==> config.mk <==
export PLATFORM = sky130hd
export DESIGN_NAME = sc_pc_sequencer
export DESIGN_NICKNAME = d
export VERILOG_FILES = /design/src/rtl/sc_pc_sequencer.sv
export SDC_FILE = /design/constraint.sdc
export NUM_CORES = 1
export LEC_CHECK = 0
export BUFFER_PORTS_ARGS = -buffer_cell sky130_fd_sc_hd__buf_2
export CORE_MARGIN = 10
export CORE_UTILIZATION = 43
export DETAILED_ROUTE_END_ITERATION = 12
export PLACE_DENSITY_LB_ADDON = 0.3
export SETUP_SLACK_MARGIN = 0.4
export SYNTH_ARGS = -nofsm -noshare
export SYNTH_HDL_FRONTEND = slang
export SYNTH_SLANG_ARGS = --single-unit
==> constraint.sdc <==
create_clock -name SC_PCSEQ_CLOCK_50 -period 2.5 [get_ports SC_PCSEQ_CLOCK_50]
set_input_delay 0.125 -clock SC_PCSEQ_CLOCK_50 [delete_from_list [all_inputs] [get_ports SC_PCSEQ_CLOCK_50]]
set_output_delay 0.125 -clock SC_PCSEQ_CLOCK_50 [all_outputs]
set_load 0.02 [all_outputs]
==> src/rtl/sc_pc_sequencer.sv <==
// Fetch / next-PC sequencer. It requests instruction words, strobes the IR
// load, selects the next PC (sequential, branch, jump or trap vector) and
// drives the PC register load once per instruction.
//
// Handshake: imem_req is high in FETCH and WAIT. imem_ready is only looked at
// in WAIT; ready=1 in a WAIT cycle means the word is on the bus this cycle, so
// ir_load_OutLow goes low in that same cycle and the FSM moves to DECODE.
module sc_pc_sequencer #(
   parameter int                              RegGENERAL_DATAWIDTH = 32,
   parameter logic [RegGENERAL_DATAWIDTH-1:0] RESET_ADDR           = 32'd2048,
   parameter logic [RegGENERAL_DATAWIDTH-1:0] TRAP_VECTOR          = 32'd4,
   parameter int                              MEM_TIMEOUT          = 16
) (
   input  logic                            SC_PCSEQ_CLOCK_50,
   input  logic                            SC_PCSEQ_RESET_InLow,
   input  logic [RegGENERAL_DATAWIDTH-1:0] SC_PCSEQ_pc_InBUS,
   input  logic                            SC_PCSEQ_imem_ready_InHigh,
   input  logic                            SC_PCSEQ_branch_valid_InHigh,
   input  logic [RegGENERAL_DATAWIDTH-1:0] SC_PCSEQ_branch_target_InBUS,
   input  logic                            SC_PCSEQ_jump_valid_InHigh,
   input  logic [RegGENERAL_DATAWIDTH-1:0] SC_PCSEQ_jump_target_InBUS,
   input  logic                            SC_PCSEQ_trap_InHigh,
   input  logic                            SC_PCSEQ_halt_InHigh,
   input  logic                            SC_PCSEQ_resume_InHigh,
   output logic                            SC_PCSEQ_pc_clear_OutLow,
   output logic                            SC_PCSEQ_pc_load_OutLow,
   output logic [RegGENERAL_DATAWIDTH-1:0] SC_PCSEQ_pc_next_OutBUS,
   output logic                            SC_PCSEQ_imem_req_OutHigh,
   output logic                            SC_PCSEQ_ir_load_OutLow,
   output logic                            SC_PCSEQ_trap_OutHigh,
   output logic [1:0]                      SC_PCSEQ_trap_cause_OutBUS,
   output logic [2:0]                      SC_PCSEQ_state_OutBUS
);

   localparam int W  = RegGENERAL_DATAWIDTH;
   // Counter only has to hold 0 .. MEM_TIMEOUT-1.
   localparam int CW = (MEM_TIMEOUT > 2) ? $clog2(MEM_TIMEOUT) : 1;
   localparam logic [CW-1:0] CNT_LAST = CW'(MEM_TIMEOUT - 1);

   localparam logic [1:0] CAUSE_EXT     = 2'b01;
   localparam logic [1:0] CAUSE_TIMEOUT = 2'b10;
   localparam logic [1:0] CAUSE_MISALGN = 2'b11;

   typedef enum logic [2:0] {
      S_IDLE   = 3'd0,
      S_FETCH  = 3'd1,
      S_WAIT   = 3'd2,
      S_DECODE = 3'd3,
      S_UPDATE = 3'd4,
      S_TRAP   = 3'd5,
      S_HALT   = 3'd6
   } state_t;

   state_t        state_q,    state_d;
   logic [CW-1:0] cnt_q,      cnt_d;
   logic [W-1:0]  pc_next_q,  pc_next_d;
   logic [1:0]    cause_q,    cause_d;
   logic          pc_load_q,  pc_load_d;
   logic          imem_req_q, imem_req_d;
   logic          trap_q,     trap_d;

   logic [W-1:0]  pc_plus4;
   logic [W-1:0]  sel_target;
   logic          redirect;

   // Next-PC candidates: jump beats branch; PC+4 wraps naturally at W bits.
   always_comb begin
      pc_plus4   = SC_PCSEQ_pc_InBUS + W'(4);
      redirect   = SC_PCSEQ_jump_valid_InHigh | SC_PCSEQ_branch_valid_InHigh;
      sel_target = pc_plus4;
      if (SC_PCSEQ_jump_valid_InHigh) begin
         sel_target = SC_PCSEQ_jump_target_InBUS;
      end else if (SC_PCSEQ_branch_valid_InHigh) begin
         sel_target = SC_PCSEQ_branch_target_InBUS;
      end
   end

   // Next-state, next-PC, trap cause and registered output decode.
   always_comb begin
      state_d   = state_q;
      cnt_d     = cnt_q;
      pc_next_d = pc_next_q;
      cause_d   = cause_q;
      case (state_q)
         S_IDLE:  state_d = S_FETCH;
         S_FETCH: state_d = S_WAIT;
         S_WAIT: begin
            if (SC_PCSEQ_imem_ready_InHigh) begin
               state_d = S_DECODE;
            end else if (cnt_q == CNT_LAST) begin
               state_d   = S_TRAP;
               cause_d   = CAUSE_TIMEOUT;
               pc_next_d = TRAP_VECTOR;
            end else begin
               cnt_d = cnt_q + CW'(1);
            end
         end
         S_DECODE: begin
            if (SC_PCSEQ_trap_InHigh) begin
               state_d   = S_TRAP;
               cause_d   = CAUSE_EXT;
               pc_next_d = TRAP_VECTOR;
            end else if (redirect && (sel_target[1:0] != 2'b00)) begin
               state_d   = S_TRAP;
               cause_d   = CAUSE_MISALGN;
               pc_next_d = TRAP_VECTOR;
            end else if (SC_PCSEQ_halt_InHigh) begin
               state_d   = S_HALT;
               pc_next_d = pc_plus4;
            end else begin
               state_d   = S_UPDATE;
               pc_next_d = sel_target;
            end
         end
         S_UPDATE: state_d = S_FETCH;
         S_TRAP:   state_d = S_FETCH;
         S_HALT: begin
            if (SC_PCSEQ_resume_InHigh) begin
               state_d = S_FETCH;
            end
         end
         default:  state_d = S_IDLE;
      endcase
      if (state_d == S_FETCH) begin
         cnt_d = '0;
      end
      // Outputs are decoded from the next state so they line up with state_q.
      pc_load_d  = !((state_d == S_UPDATE) || (state_d == S_TRAP) ||
                     ((state_d == S_HALT) && (state_q != S_HALT)));
      imem_req_d = (state_d == S_FETCH) || (state_d == S_WAIT);
      trap_d     = (state_d == S_TRAP);
   end

   // State and registered outputs; async reset clears everything at once.
   always_ff @(posedge SC_PCSEQ_CLOCK_50 or negedge SC_PCSEQ_RESET_InLow) begin
      if (!SC_PCSEQ_RESET_InLow) begin
         state_q    <= S_IDLE;
         cnt_q      <= '0;
         pc_next_q  <= RESET_ADDR;
         cause_q    <= 2'b00;
         pc_load_q  <= 1'b1;
         imem_req_q <= 1'b0;
         trap_q     <= 1'b0;
      end else begin
         state_q    <= state_d;
         cnt_q      <= cnt_d;
         pc_next_q  <= pc_next_d;
         cause_q    <= cause_d;
         pc_load_q  <= pc_load_d;
         imem_req_q <= imem_req_d;
         trap_q     <= trap_d;
      end
   end

   assign SC_PCSEQ_pc_clear_OutLow   = 1'b1;
   assign SC_PCSEQ_pc_load_OutLow    = pc_load_q;
   assign SC_PCSEQ_pc_next_OutBUS    = pc_next_q;
   assign SC_PCSEQ_imem_req_OutHigh  = imem_req_q;
   assign SC_PCSEQ_ir_load_OutLow    = !((state_q == S_WAIT) && SC_PCSEQ_imem_ready_InHigh);
   assign SC_PCSEQ_trap_OutHigh      = trap_q;
   assign SC_PCSEQ_trap_cause_OutBUS = cause_q;
   assign SC_PCSEQ_state_OutBUS      = state_q;

endmodule

[After elaboration in Yosys (flattened, before gate mapping)]
Index checks and enable logic that the tools add are counted.
Word-level totals
  flip-flop bits (word level): 44
  bits of input ports: 104
Operators by class
  add/subtract/negate cells: 2
  eq/ne operators: 18
  muxes and demuxes: 24
  bitwise logic cells: 1
  reductions and logical operators: 16
Operator list (count)
  32-bit 2-to-1 mux: 7
  32-bit one-hot mux with 2 select lines: 1
  32-bit by 3-bit adder with 32-bit output (second input constant): 1
  3-bit equality test (second input constant): 6
  4-bit 2-to-1 mux: 4
  3-bit one-hot mux with 5 select lines: 1
  2-bit 2-to-1 mux: 7
  3-bit by 2-bit equality test with 1-bit output (second input constant): 3
  3-bit 2-to-1 mux: 3
  3-bit by 1-bit equality test with 1-bit output (second input constant): 2
  3-bit inequality test (second input constant): 2
  3-bit AND reduction: 2
  2-bit nonzero test: 3
  4-bit by 1-bit adder with 4-bit output (second input constant): 1
  4-bit equality test (second input constant): 1
  2-bit by 1-bit inequality test with 1-bit output (second input constant): 2
  2-bit inequality test (second input constant): 2
  2-bit one-hot mux with 2 select lines: 1
  4-bit AND reduction: 1
  1-bit logical AND: 3
  3-bit zero test: 1
  1-bit logical OR: 3
  3-bit OR reduction: 1
  1-bit zero test: 2
  1-bit bitwise OR: 1

[Longest topological paths before layout]
  depth after elaboration: 12
  mapped depth: 8
  mapped depth without buffers: 6

[Least setup slack after synthesis]
No wires, ideal clock.
  path type: register to register
  from: reg cnt_q[0]
  to: reg pc_next_q[23], in the netlist SC_PCSEQ_pc_next_OutBUS[23]
  library setup time: 0.077 ns
  data arrival time: 1.656 ns
  required time: 2.423 ns
  setup slack: 0.767 ns
  stages on the path, launching flop included: 7
  period minus slack after synthesis: 1.733 ns
  cells stage by stage: dfrtp_1 -> ha_1 -> and4b_1 -> o21ai_1 -> clkbuf_1 -> nand2_1 -> a21oi_1
Between the ends
  cells in the longest elaborated chain, start to end: 3
Ends and longest elaborated chain
  from (decl): RTL line 55  | logic [CW-1:0] cnt_q, cnt_d;
  from (signal assigned): RTL line 146  | cnt_q <= cnt_d;
  4-bit equality test: RTL line 90  | end else if (cnt_q == CNT_LAST) begin
  2-bit inequality test (no source line)
  3-bit AND reduction (no source line)
  to (signal assigned): RTL line 147  | pc_next_q <= pc_next_d;
  to (decl): RTL line 56  | logic [W-1:0] pc_next_q, pc_next_d;
Every way passes these cells.
A chain may end at the register's enable or synchronous reset.

[Worst setup path in the final report]
  from: reg cnt_q[0]
  to: reg cause_q[1], in the netlist SC_PCSEQ_trap_cause_OutBUS[1]
Between the ends
  cells in the longest elaborated chain, start to end: 3
Ends and longest elaborated chain
  4-bit equality test: RTL line 90
  2-bit inequality test (no source line)
  4-bit AND reduction (no source line)
  to (signal assigned): RTL line 148  | cause_q <= cause_d;
  to (decl): RTL line 57  | logic [1:0] cause_q, cause_d;
Every way passes these cells.

==> impl_metrics.csv <==
group,metric,value,unit
status,status,"finished clean",
sta,setup_ws,557,ps
placement,gp_congestion,0.899,
clock_tree,post-cts-setup-buffers,0,
power_and_ir_drop,leakagePower,1.86,nW
route,wirelength,11000,um
placement,io_buffers,144,
floorplanning,die-width,104,um
global_route,antenna_found_initial,0,
clock_tree,cts.path.max_buffers,2,
setup_path,max_stage_delay,430,ps
sta,fin_crit_sh,0.777,
setup_path,cp_max_fo,17,
global_route,grt_pass1_vias,3587,
yosys,ys_warn_count,0,
cells_and_area,final_util,0.577,
setup_path,cp_top_family,"compound AO/OA/AOI/OAI gates",
power_and_ir_drop,total_power,3.11,mW
clock_tree,clock_latency,300,ps
cells_and_area,nFillCells,686,
yosys,synth_ff_type,"dfrtp_1",
floorplanning,dieArea,10900,sq um
yosys,netlist_instances,362,
clock_tree,path_clk_slew,90,ps
sta,slew_violations,0,
yosys,async_reset_ff_frac,1.00,
cells_and_area,drive_gt1_frac,0.349,
cells_and_area,area_growth,29.0,%
sta,fin_skew,6.00,ps
cells_and_area,final_area,3940,sq um
sta,relSlewSlack,0.260,
placement,dp_cells,584,
power_and_ir_drop,p_per_area,790,nW/um^2
sta,setup_viol,0,
floorplanning,boundaryPins,146,
setup_path,path_buf_inv,0,
cells_and_area,multiInputGateArea,1820,sq um
job,maxCapViolCount,0,
sta,tns,0,ps
route,drc,0,
setup_path,reg2reg_from,"cnt_q[0]$_DFFE_PN0P_",
floorplanning,core,6830,sq um
setup_path,required,2700,ps
sta,rsz0062_at_grt,"no",
yosys,ys_seq_elements,44,
setup_path,path_cells,"ha_1 > and4b_1 > o21ai_4 > and2_1 > a21oi_1 > o21a_1",
floorplanning,rows,30,
setup_path,crit_arrival,2140,ps
yosys,yosysTopAreaCellShare,0.344,
yosys,synth_cell_type_count,60,
yosys,synth-edff-count,0,
sta,finalHoldViolCount,0,
clock_tree,cts_sinks,44,
yosys,syn_nets,468,
cells_and_area,final_cells,592,
route,wl_per_cell,18.6,um
yosys,synth_common_cells,"53 x nand2_1, 42 x dfrtp_1, 21 x o21ai_0",
clock_tree,cts_buffers,5,
global_route,grt_use_total,0.197,
yosys,synth_top_cells_by_area,"dfrtp_1 34%, nand2_1 6.5%, o22a_1 5.4%",
placement,pre_cts_slack,442,ps
route,vias_per_cell,5.75,
sta,hold_ws,3.56,ps
setup_path,worstSetupStartpoint,"cnt_q[0]$_DFFE_PN0P_",
global_route,grt_max_degree,45,
route,drt_iter0_drc,187,
cells_and_area,register_area,1100,sq um
sta,period_minus_slack,1940,ps
global_route,grt_pass1_wl,18100,um
setup_path,slowest_stage,"o21ai_4",
route,vias,3406,
power_and_ir_drop,irDropWorstVdd,341,uV
floorplanning,initial_core_util,0.447,
setup_path,start_kind,"flop",
route,drt_first_pass_iters,4,
route,detail-route-antenna-nets,0,
yosys,yosysMostFrequentCell,"nand2_1",
floorplanning,die_h,104,um
yosys,netlist_area,3060,sq um
placement,place_area,3840,sq um
placement,post-dp-hpwl,8550,um
hold_path,hold_class,"input port to async pin",
yosys,seq_area_frac_synth,0.361,
setup_path,worstSetupEndpointType,"flop",
yosys,syn-mean-instance-area,8.44,sq um
clock_tree,cts_tree,"yes",
yosys,yosys.area.top_type,"dfrtp_1",
clock_tree,cts_max_level,2,
clock_tree,cts_hold_buf,0,
cells_and_area,nets,601,
setup_path,criticalPathCategory,"flop to flop",
sta,fmaxAchievable,0.515,GHz
clock_tree,ctsRootBufferMaster,"clkbuf_8",
sta,tightest_slew,1110,ps
global_route,grt_overflow_total,0,
clock_tree,cts_resized,0,
cells_and_area,n_antenna_cell,0,
worst reg2reg max path, stage by stage (launching register included):
cell and delay (ps):
dfrtp_1 420, ha_1 230, and4b_1 230, o21ai_4 430, and2_1 240, a21oi_1 90
o21a_1 200
placed cells by master (no fill, tap or decap), drive strengths merged, types with 5 or more instances in the layout:
master	count
buf	152
nand2	54
dfrtp	42
o21ai	29
o22a	19
nand3	16
nor3	14
nand4	13
a21oi	12
nor2	11
xor2	8
nor4	8
o221ai	8
and3	8
xnor2	7
a32o	7
o22ai	6
and2	5
inv	5
mux2i	5
o31a	5
clkbuf	5
state kept, by name (all words and copies together) (netlist names):
register	count
SC_PCSEQ_pc_next_OutBUS	32
cnt_q	4
SC_PCSEQ_state_OutBUS	3
SC_PCSEQ_trap_cause_OutBUS	2
SC_PCSEQ_imem_req_OutHigh	1
SC_PCSEQ_pc_load_OutLow	1
SC_PCSEQ_trap_OutHigh	1
report_power, final:
part | total, mW | leakage (nW) | internal [mW] | switching (mW)
clock network | 0.470 | 0.0404 | 0.198 | 0.272
logic | 1.48 | 1.25 | 0.556 | 0.923
registers | 1.17 | 0.571 | 0.984 | 0.182
layout make-up:
type,instances,share of cell area
Clock buffer,5,0.0175
Clock inverter,3,0.00603
Inverter,6,0.00571
Multi-Input combinational cell,286,0.461
Sequential cell,44,0.280
Tap cell,96,0.0305
Timing Repair Buffer,152,0.199
layer usage:
metal,track usage,wire length [um],vias to the layer above,share of wire
met2,0.318,5140,144,0.47
met5,0,0,-,0
met1,0.250,4900,1612,0.44
met4,0.0547,157,0,0.014
li1,-,-,1637,-
met3,0.0527,810,13,0.074
path summary, 6_finish.rpt:
path / depth (start not counted) / endpoint / slack (ps)
setup reg to reg: 6 / SC_PCSEQ_trap_cause_OutBUS[1]$_DFFE_PN0P_ / 560
min in group SC_PCSEQ_CLOCK_50: 2 / SC_PCSEQ_pc_next_OutBUS[1]$_DFFE_PN0P_ / 70
hold reg to reg: 2 / SC_PCSEQ_pc_next_OutBUS[11]$_DFFE_PN1P_ / 450
max in group asynchronous: 1 / SC_PCSEQ_state_OutBUS[0]$_DFF_PN0_ / 1800
hold / removal: 1 / SC_PCSEQ_pc_next_OutBUS[17]$_DFFE_PN0P_ / 4
setup / recovery: 6 / SC_PCSEQ_trap_cause_OutBUS[1]$_DFFE_PN0P_ / 560
logic make-up after synthesis:
kind of cell / count (synthesis) / synth area share
other cells: 1 / 0.00123
fa+ha+maj: 2 / 0.00819
xor+xnor: 15 / 0.0430
compound gates: 114 / 0.268
mux: 6 / 0.0201
simple gates: 148 / 0.249
buf+inv: 32 / 0.0487
flops: 44 / 0.361
Note: power is estimated with default switching activity, not from simulation.
